**config.mk**
```make
export PLATFORM = sky130hd
export DESIGN_NAME = imm_decode_stage
export DESIGN_NICKNAME = d
export VERILOG_FILES = /design/src/rtl/imm_decode_pkg.sv /design/src/rtl/imm_classify.sv /design/src/rtl/imm_decode_stage.sv
export SDC_FILE = /design/constraint.sdc
export NUM_CORES = 1
export LEC_CHECK = 0
export CORE_MARGIN = 5
export CORE_UTILIZATION = 50
export CTS_CLUSTER_DIAMETER = 200
export CTS_CLUSTER_SIZE = 28
export DETAILED_ROUTE_END_ITERATION = 12
export PLACE_DENSITY = 0.74
export SYNTH_ARGS = -nofsm -noshare
export SYNTH_HDL_FRONTEND = slang
export SYNTH_SLANG_ARGS = --single-unit
```
**constraint.sdc**
```tcl
create_clock -name clk -period 5.2 [get_ports clk]
set_input_delay 1.04 -clock clk [delete_from_list [all_inputs] [get_ports clk]]
set_output_delay 1.04 -clock clk [all_outputs]
set_load 0.02 [all_outputs]
```
**src/rtl/imm_decode_pkg.sv**
```systemverilog
`default_nettype none
// ============================================================================
// imm_decode_pkg : immediate-format codes, RISC-V opcodes, immediate builder
// Rev 1.0
// ============================================================================
package imm_decode_pkg;

   typedef enum logic [2:0] {
      IMM_NONE = 3'd0,
      IMM_I    = 3'd1,
      IMM_S    = 3'd2,
      IMM_B    = 3'd3,
      IMM_U    = 3'd4,
      IMM_J    = 3'd5,
      IMM_SH   = 3'd6,
      IMM_Z    = 3'd7
   } imm_type_e;

   localparam logic [6:0] OPC_LOAD      = 7'b0000011;
   localparam logic [6:0] OPC_MISC_MEM  = 7'b0001111;
   localparam logic [6:0] OPC_OP_IMM    = 7'b0010011;
   localparam logic [6:0] OPC_AUIPC     = 7'b0010111;
   localparam logic [6:0] OPC_OP_IMM_32 = 7'b0011011;
   localparam logic [6:0] OPC_STORE     = 7'b0100011;
   localparam logic [6:0] OPC_OP        = 7'b0110011;
   localparam logic [6:0] OPC_LUI       = 7'b0110111;
   localparam logic [6:0] OPC_OP_32     = 7'b0111011;
   localparam logic [6:0] OPC_BRANCH    = 7'b1100011;
   localparam logic [6:0] OPC_JALR      = 7'b1100111;
   localparam logic [6:0] OPC_JAL       = 7'b1101111;
   localparam logic [6:0] OPC_SYSTEM    = 7'b1110011;

   // Built at 64 bits; callers truncate to XLEN, which yields the correct
   // sign/zero extension for either width. sh6 selects the 6-bit shamt.
   function automatic logic [63:0] build_imm(input logic [31:0] inst,
                                             input imm_type_e imm_type,
                                             input logic sh6);
      logic [63:0] imm;
      imm = '0;
      case (imm_type)
         IMM_I:   imm = {{52{inst[31]}}, inst[31:20]};
         IMM_S:   imm = {{52{inst[31]}}, inst[31:25], inst[11:7]};
         IMM_B:   imm = {{51{inst[31]}}, inst[31], inst[7], inst[30:25], inst[11:8], 1'b0};
         IMM_U:   imm = {{32{inst[31]}}, inst[31:12], 12'b0};
         IMM_J:   imm = {{43{inst[31]}}, inst[31], inst[19:12], inst[20], inst[30:21], 1'b0};
         IMM_SH:  imm = sh6 ? {58'b0, inst[25:20]} : {59'b0, inst[24:20]};
         IMM_Z:   imm = {59'b0, inst[19:15]};
         default: imm = '0;
      endcase
      return imm;
   endfunction

endpackage
`default_nettype wire

```
**src/rtl/imm_classify.sv**
```systemverilog
`default_nettype none
// ============================================================================
// imm_classify : combinational format classification and immediate extraction
// Rev 1.0
// ============================================================================
module imm_classify
   import imm_decode_pkg::*;
#(
   parameter int XLEN = 32
) (
   input  logic [31:0]     inst,
   output logic [2:0]      imm_type,
   output logic [XLEN-1:0] imm,
   output logic            illegal,
   output logic            sh_arith
);

   localparam logic IS64 = (XLEN == 64);

   logic [6:0] opcode;
   logic [2:0] funct3;
   imm_type_e  type_c;
   logic       illegal_c;
   logic       shift_c;
   logic       sh6_c;

   assign opcode = inst[6:0];
   assign funct3 = inst[14:12];

   always_comb begin
      type_c    = IMM_NONE;
      illegal_c = 1'b0;
      shift_c   = 1'b0;
      sh6_c     = 1'b0;
      case (opcode)
         OPC_LUI, OPC_AUIPC:                 type_c = IMM_U;
         OPC_JAL:                            type_c = IMM_J;
         OPC_JALR, OPC_LOAD, OPC_MISC_MEM:   type_c = IMM_I;
         OPC_STORE:                          type_c = IMM_S;
         OPC_BRANCH:                         type_c = IMM_B;
         OPC_OP_IMM: begin
            shift_c = (funct3 == 3'b001) || (funct3 == 3'b101);
            sh6_c   = IS64;
            type_c  = shift_c ? IMM_SH : IMM_I;
         end
         OPC_OP_IMM_32: begin
            if (IS64) begin
               shift_c = (funct3 == 3'b001) || (funct3 == 3'b101);
               type_c  = shift_c ? IMM_SH : IMM_I;
            end else begin
               illegal_c = 1'b1;
            end
         end
         OPC_OP:                             type_c = IMM_NONE;
         OPC_OP_32:                          illegal_c = !IS64;
         OPC_SYSTEM:                         type_c = funct3[2] ? IMM_Z : IMM_I;
         default:                            illegal_c = 1'b1;
      endcase

      if (inst[1:0] != 2'b11) begin
         illegal_c = 1'b1;
      end
      // inst[25] is a shamt bit only for the 6-bit form
      if (shift_c && (inst[31] || (|inst[29:26]) || (!sh6_c && inst[25]))) begin
         illegal_c = 1'b1;
      end
      if (illegal_c) begin
         type_c = IMM_NONE;
      end
   end

   assign imm_type = type_c;
   assign imm      = XLEN'(build_imm(inst, type_c, sh6_c));
   assign illegal  = illegal_c;
   assign sh_arith = shift_c && !illegal_c && inst[30];

endmodule
`default_nettype wire

```
**src/rtl/imm_decode_stage.sv**
```systemverilog
`default_nettype none
// ============================================================================
// imm_decode_stage : registered immediate/field decode with 2-entry output skid
// Rev 1.0
// ============================================================================
module imm_decode_stage
   import imm_decode_pkg::*;
#(
   parameter int XLEN  = 32,
   parameter int CNT_W = 16
) (
   input  logic             clk,
   input  logic             rst_n,
   input  logic             flush,
   input  logic             in_valid,
   output logic             in_ready,
   input  logic [31:0]      in_inst,
   input  logic [XLEN-1:0]  in_pc,
   output logic             out_valid,
   input  logic             out_ready,
   output logic [XLEN-1:0]  out_pc,
   output logic [XLEN-1:0]  out_imm,
   output logic [2:0]       out_imm_type,
   output logic [6:0]       out_opcode,
   output logic [2:0]       out_funct3,
   output logic [4:0]       out_rd,
   output logic [4:0]       out_rs1,
   output logic [4:0]       out_rs2,
   output logic             out_sh_arith,
   output logic             out_illegal,
   output logic [CNT_W-1:0] illegal_cnt
);

   typedef struct packed {
      logic [XLEN-1:0] pc;
      logic [XLEN-1:0] imm;
      logic [2:0]      imm_type;
      logic [6:0]      opcode;
      logic [2:0]      funct3;
      logic [4:0]      rd;
      logic [4:0]      rs1;
      logic [4:0]      rs2;
      logic            sh_arith;
      logic            illegal;
   } entry_t;

   logic [2:0]      dec_type;
   logic [XLEN-1:0] dec_imm;
   logic            dec_illegal;
   logic            dec_sh_arith;
   entry_t          new_entry;

   logic             out_valid_q, out_valid_d;
   entry_t           out_q, out_d;
   logic             skid_valid_q, skid_valid_d;
   entry_t           skid_q, skid_d;
   logic [CNT_W-1:0] cnt_q, cnt_d;

   logic accept;
   logic consume;

   imm_classify #(
      .XLEN (XLEN)
   ) u_classify (
      .inst     (in_inst),
      .imm_type (dec_type),
      .imm      (dec_imm),
      .illegal  (dec_illegal),
      .sh_arith (dec_sh_arith)
   );

   always_comb begin
      new_entry.pc       = in_pc;
      new_entry.imm      = dec_imm;
      new_entry.imm_type = dec_type;
      new_entry.opcode   = in_inst[6:0];
      new_entry.funct3   = in_inst[14:12];
      new_entry.rd       = in_inst[11:7];
      new_entry.rs1      = in_inst[19:15];
      new_entry.rs2      = in_inst[24:20];
      new_entry.sh_arith = dec_sh_arith;
      new_entry.illegal  = dec_illegal;
   end

   // Ready depends only on skid occupancy, so out_ready never reaches in_ready.
   assign in_ready = !skid_valid_q;
   assign accept   = in_valid && in_ready;
   assign consume  = out_valid_q && out_ready;

   always_comb begin
      out_valid_d  = out_valid_q;
      out_d        = out_q;
      skid_valid_d = skid_valid_q;
      skid_d       = skid_q;
      cnt_d        = cnt_q;

      if (flush) begin
         out_valid_d  = 1'b0;
         skid_valid_d = 1'b0;
      end else begin
         if (accept && new_entry.illegal && (cnt_q != {CNT_W{1'b1}})) begin
            cnt_d = cnt_q + CNT_W'(1);
         end

         if (skid_valid_q) begin
            // Full: nothing can be accepted, only the skid can advance.
            if (consume) begin
               out_d        = skid_q;
               skid_valid_d = 1'b0;
            end
         end else if (!out_valid_q || consume) begin
            out_valid_d = accept;
            if (accept) begin
               out_d = new_entry;
            end
         end else if (accept) begin
            skid_valid_d = 1'b1;
            skid_d       = new_entry;
         end
      end
   end

   always_ff @(posedge clk or negedge rst_n) begin
      if (!rst_n) begin
         out_valid_q  <= 1'b0;
         out_q        <= '0;
         skid_valid_q <= 1'b0;
         skid_q       <= '0;
         cnt_q        <= '0;
      end else begin
         out_valid_q  <= out_valid_d;
         out_q        <= out_d;
         skid_valid_q <= skid_valid_d;
         skid_q       <= skid_d;
         cnt_q        <= cnt_d;
      end
   end

   assign out_valid    = out_valid_q;
   assign out_pc       = out_q.pc;
   assign out_imm      = out_q.imm;
   assign out_imm_type = out_q.imm_type;
   assign out_opcode   = out_q.opcode;
   assign out_funct3   = out_q.funct3;
   assign out_rd       = out_q.rd;
   assign out_rs1      = out_q.rs1;
   assign out_rs2      = out_q.rs2;
   assign out_sh_arith = out_q.sh_arith;
   assign out_illegal  = out_q.illegal;
   assign illegal_cnt  = cnt_q;

endmodule
`default_nettype wire

```
Yosys cells after proc, flatten, opt, wreduce, memory -nomap -nowiden
Index checks and enable logic that the tools add are counted.

storage, ports and cells
  register bits = 206
  input bits = 69
  output and inout bits = 112
  logic and storage cells = 97

operators by class
  $add $sub $neg = 1
  equality and inequality tests = 24
  mux-type cells = 21
  bitwise gates (word level) = 3
  reduce and logical (&&, ||, !) cells = 25

operators with widths
  cell                                           number
  two-way mux 94 bit                             4
  one-hot mux 32 bit (7 select lines)            1
  == test 7 bit, second input constant           4
  == test 7 x 6 -> 1 bit, second input constant  3
  one-hot mux 3 bit (7 select lines)             1
  adder 16 x 1 -> 16 bit, second input constant  1
  inequality test 16 bit, second input constant  1
  == test 3 bit, second input constant           5
  == test 7 x 5 -> 1 bit, second input constant  2
  two-way mux 1 bit                              12
  OR reduction 11 bit                            1
  two-way mux 3 bit                              3
  AND reduction 4 bit                            2
  == test 7 x 2 -> 1 bit, second input constant  1
  == test 7 x 4 -> 1 bit, second input constant  1
  logical AND 1 bit                              7
  == test 3 x 1 -> 1 bit, second input constant  2
  == test 3 x 2 -> 1 bit, second input constant  2
  nonzero test 2 bit                             3
  logical OR 1 bit                               4
  inequality test 2 bit, second input constant   2
  AND reduction 2 bit                            2
  OR reduction 4 bit                             1
  zero test 1 bit                                3
  4 further kinds                                6

Depth between registers and ports, before layout
  depth in word-level cells = 11
  gate-level depth with buffers = 9
  gate-level depth less buffers = 6

Hierarchy
Synthesis repeated with hierarchy kept, for this count alone.

second synthesis, totals
  cells, all modules = 818
  area, all modules = 9427.8 µm²

modules (own cells, without submodules)
  module            times used  cells an instance  area an instance (µm²)  sequential area each (µm²)
  imm_decode_stage  1           698                8688.3                  5154.9
  imm_classify      1           120                739.5                   0.0

Least setup slack after synthesis
OpenSTA, ideal clock, no wires.

  path kind = input -> register
  start point = in in_inst[6]
  end point = reg skid_q[51] (netlist bit)
  setup time = 0.126 ns
  arrival time = 2.639 ns
  required time = 5.074 ns
  setup slack = 2.436 ns
  stages = 9
  buffers on the path = 3
  cell sequence = buf_4 nor3b_4 a22o_1 a211oi_2 and3_1 buf_4 and2_4 buf_6 a221o_1

on the way
  word-level cells in the longest chain between the ends = 8
  elaborated cells on any way between the ends = 29
  those cells by class = eq/ne: 18; mux: 7; reduce/logical: 4

RTL lines
  element                                               RTL line                 text
  start, declared                                       imm_decode_stage.sv:17   input logic [31:0] in_inst,
  == test 7 x 6 -> 1 bit, or another cell as far along  imm_classify.sv:35       case (opcode)
  OR reduction 11 bit (no line)                         -
  two-way mux 1 bit                                     -
  two-way mux 1 bit                                     imm_classify.sv:60       if (inst[1:0] != 2'b11) begin
  two-way mux 1 bit                                     imm_classify.sv:64       if (shift_c && (inst[31] || (|inst[29:26]) || (!sh6_c && inst[25]))) begin
  two-way mux 3 bit (*)                                 imm_classify.sv:67       if (illegal_c) begin
  == test 3 bit, or another cell as far along           imm_decode_pkg.sv:40     case (imm_type)
  one-hot mux 32 bit (7 select lines) (*)               imm_decode_pkg.sv:40
  end signal, assigned                                  imm_decode_stage.sv:134  skid_q <= skid_d;
  end, declared                                         imm_decode_stage.sv:56   entry_t skid_q, skid_d;

Every way passes the cells marked *; elsewhere a longest branch is shown, timed or not.
A chain may end at the register's enable or synchronous reset.

Worst setup path after layout
  start point = reg skid_valid_q
  end point = out in_ready

on the way
  word-level cells in the longest chain between the ends = 1

RTL lines
  element                 RTL line                 text
  start, declared         imm_decode_stage.sv:55   logic skid_valid_q, skid_valid_d;
  start signal, assigned  imm_decode_stage.sv:133  skid_valid_q <= skid_valid_d;
  zero test 1 bit         imm_decode_stage.sv:86   assign in_ready = !skid_valid_q;
  end, declared           imm_decode_stage.sv:16   output logic in_ready,

No other way between the ends.

==> results.py <==
metrics = {
    "layout": {
        "fin_util": 0.6246,
        "layout_commonest_cell": "nand2_1",
        "most-common-layout-cells": "nand2_1, dfrtp_1, clkdlybuf4s50_1, o21ai_0, mux2i_1",
        "diodes": 0,
        "finalNetCount": 1168,
        "drive_gt1_frac": 0.04827,
        "area_growth_syn_to_layout_pct": 23.88,
    },
    "place": {
        "gp_congestion": 0.8666,
        "port_buffers": 180,
        "hpwl_um": 16650,
    },
    "sta": {
        "period_share": 0.7221,
        "hold_violations": 0,
        "finalSetupViolCount": 0,
        "clock.fmax_ghz": 0.2663,
        "period_minus_slack_ns": 3.755,
        "rsz0062_at_grt": "false",
        "slew_viol_final": 0,
        "tightest_slew_ns": 0.9772,
        "fin_tns_setup_ns": 0,
        "fin_skew_ns": 0.01956,
        "maxSlewHeadroom": 0.3485,
    },
    "clock_tree": {
        "post_cts_buffers": 0,
        "numCtsBuffers": 11,
        "cts_tree": "done",
        "clock-sinks": 206,
        "cts_max_path_buffers": 3,
        "h-tree-depth": 1,
        "path_clk_slew_ns": 0.11,
        "cts_root_buf": "clkbuf_16",
        "postCtsResizedCells": 0,
        "ctsHoldBuffers": 0,
        "clk-insertion-delay-late_ns": 0.47,
    },
    "global_route": {
        "first_global_vias": 7310,
        "grt_antenna_before_repair": 0,
        "grt_use_total": 0.2238,
        "grt_pass1_wl_um": 39850,
        "grt_max_degree": 120,
        "gr-total-overflow": 0,
    },
    "power_and_ir_drop": {
        "power.density_nw_per_um2": 356.1,
        "power.leakage_nw": 5.024,
        "ir_drop_v": 0.0002710,
    },
    "routing": {
        "post_drt_wl_per_cell_um": 18.55,
        "antenna_left": 0,
        "drcViolationCount": 0,
        "first_iter_violations": 576,
        "vias": 7534,
        "routed_wl_um": 24710,
        "vias_per_cell": 5.656,
        "dr.pass1.iters": 5,
    },
    "floorplanning": {
        "fp.dieW_um": 146.7,
        "dieArea_um2": 21510,
        "die_y_um": 146.7,
        "coreArea_um2": 18520,
        "rows": 50,
        "io_pins": 181,
        "initial_core_util": 0.5042,
    },
    "synth": {
        "synth_cell_types": 67,
        "ys_warn_count": 0,
        "synthArstFlopShare": 1.000,
        "synth-main-ff-cell": "dfrtp_1",
        "ys_ff_latch": 206,
        "synth.avg_cell_area_um2": 9.736,
        "synth-edff-count": 0,
        "netlist_area_um2": 9336,
        "netlist_instances": 959,
        "ys_seq_area_frac": 0.5521,
        "syn_nets": 1029,
    },
    "min_path": {
        "min_path_cells": 2,
        "hold_path.startpoint": "skid_q[7]",
        "holdPathEnd": "skid_q[7]",
        "timing.hold.worst.class": "reg -> reg",
    },
    "critical_path": {
        "worst_setup_path_end_kind": "output pin",
        "cpPeakStageDelay_ns": 0.78,
        "path_class": "reg -> out",
        "reg2reg_depth": 6,
        "required_ns": 4.16,
        "path_max_fanout": 50,
        "path_buf_inv": 2,
        "r2r-end": "out_imm[20]",
        "startpoint_type": "flop",
        "rrSetupSlack_ns": 1.48,
        "worst_r2r_startpoint": "skid_valid_q",
        "cp.arrival_ns": 2.71,
        "path_delay_family": "buffers and inverters",
        "slowest_stage": "dfrtp_4",
        "crit_chain": "inv_1, clkdlybuf4s50_1",
    },
    "flow_run": {
        "cap_viol_max_count": 0,
    },
    "status": {
        "status": "finished, final reports clean",
    },
}
[worst reg2reg max path: stages, from the launching register on]
cell and delay (ns):
dfrtp_4 0.78, inv_1 0.72, nand2_1 0.35, a211o_4 0.74, nor2_1 0.60, o21a_1 0.33
a21oi_1 0.10
[report_power, final]
group | internal (mW) | leakage, nW | total, mW | switching [mW]
clock network | 0.397 | 0.147 | 0.914 | 0.517
logic | 0.505 | 2.27 | 1.09 | 0.587
registers | 1.91 | 2.61 | 2.11 | 0.202
[registers in the layout, indices dropped and copies added, names as in the netlist]
| signal | count |
|---|---|
| skid_q | 94 |
| out_imm | 32 |
| out_pc | 32 |
| illegal_cnt | 16 |
| out_opcode | 7 |
| out_rd | 5 |
| out_rs1 | 5 |
| out_rs2 | 5 |
| out_funct3 | 3 |
| out_imm_type | 3 |
| out_illegal | 1 |
| out_sh_arith | 1 |
| out_valid | 1 |
| skid_valid_q | 1 |
[stage by stage]
stage / setup WS [ns] / power (mW) / instance area (um^2) / hold WS, ns / std cells
5_1_grt: 1.256 / 4.344 / 11570 / 0.5000 / 1332
3_5_place_dp: 1.394 / 3.245 / 11270 / 0.4608 / 1319
3_3_place_gp: 1.429 / 3.212 / 11270 / 0.4531 / 1319
6_report: 1.445 / 4.118 / 11570 / 0.4846 / 1332
4_1_cts: 1.514 / 4.161 / 11570 / 0.4874 / 1332
2_1_floorplan: 2.436 / 2.672 / 9336 / 0.4423 / 959
[final cells by class]
cell class,instances,area [um^2]
fill,1588,6952
multi-input combinational,683,3916
inverter,7,26.28
clock inverter,1,20.02
timing repair buffer,189,1873
sequential,206,5159
clock buffer,12,279.0
tap,234,292.8
[metal layers]
layer / up-vias / wire length [um] / GRT usage
li1: 3575 / - / -
met1: 3711 / 11050 / 0.3250
met2: 220 / 11840 / 0.3535
met3: 28 / 1395 / 0.03755
met4: 0 / 421 / 0.05456
met5: - / 0 / 0
[worst max-delay path by stage]
stage / startpoint / end / slack, ns / cells after the start
2_1_floorplan: in_inst[6] / skid_q[51] / 2.44 / 9
3_3_place_gp: in_inst[25] / out_imm[10] / 1.43 / 7
3_5_place_dp: in_inst[5] / out_sh_arith / 1.39 / 7
4_1_cts: skid_valid_q / in_ready / 1.51 / 2
5_1_grt: skid_valid_q / out_imm[25] / 1.26 / 6
6_report: skid_valid_q / in_ready / 1.45 / 2
[synthesized netlist by cell type, types with 4 or more instances]
master	n	area (um^2)
a21oi_1	29	145.1
dfrtp_1	206	5155
buf_1	5	18.77
a22oi_1	6	45.04
nand3_1	14	70.07
and2_1	4	25.02
o21ai_0	100	500.5
a22o_1	7	61.31
nand2_1	271	1017
xor2_1	6	52.55
mux2i_1	57	570.6
a221o_1	16	160.2
inv_1	7	26.28
buf_2	8	40.04
o22a_1	7	61.31
nor3_1	8	40.04
nor2_1	27	101.4
or3_1	18	112.6
a31oi_1	16	100.1
nand4_1	13	81.33
clkbuf_1	46	172.7
xnor2_1	10	87.58
and3_1	12	75.07
[cells by family after synthesis]
| group | after synthesis | share of synthesized area |
|---|---|---|
| XOR/XNOR | 16 | 0.01501 |
| buffers and inverters | 70 | 0.03163 |
| AND/OR/NAND/NOR | 402 | 0.1945 |
| AO/OA/AOI/OAI | 206 | 0.1431 |
| adder cells (fa/ha/maj) | 1 | 0.001340 |
| multiplexers | 58 | 0.06232 |
| flip-flops | 206 | 0.5521 |
Note: power is estimated with default switching activity, not from simulation.
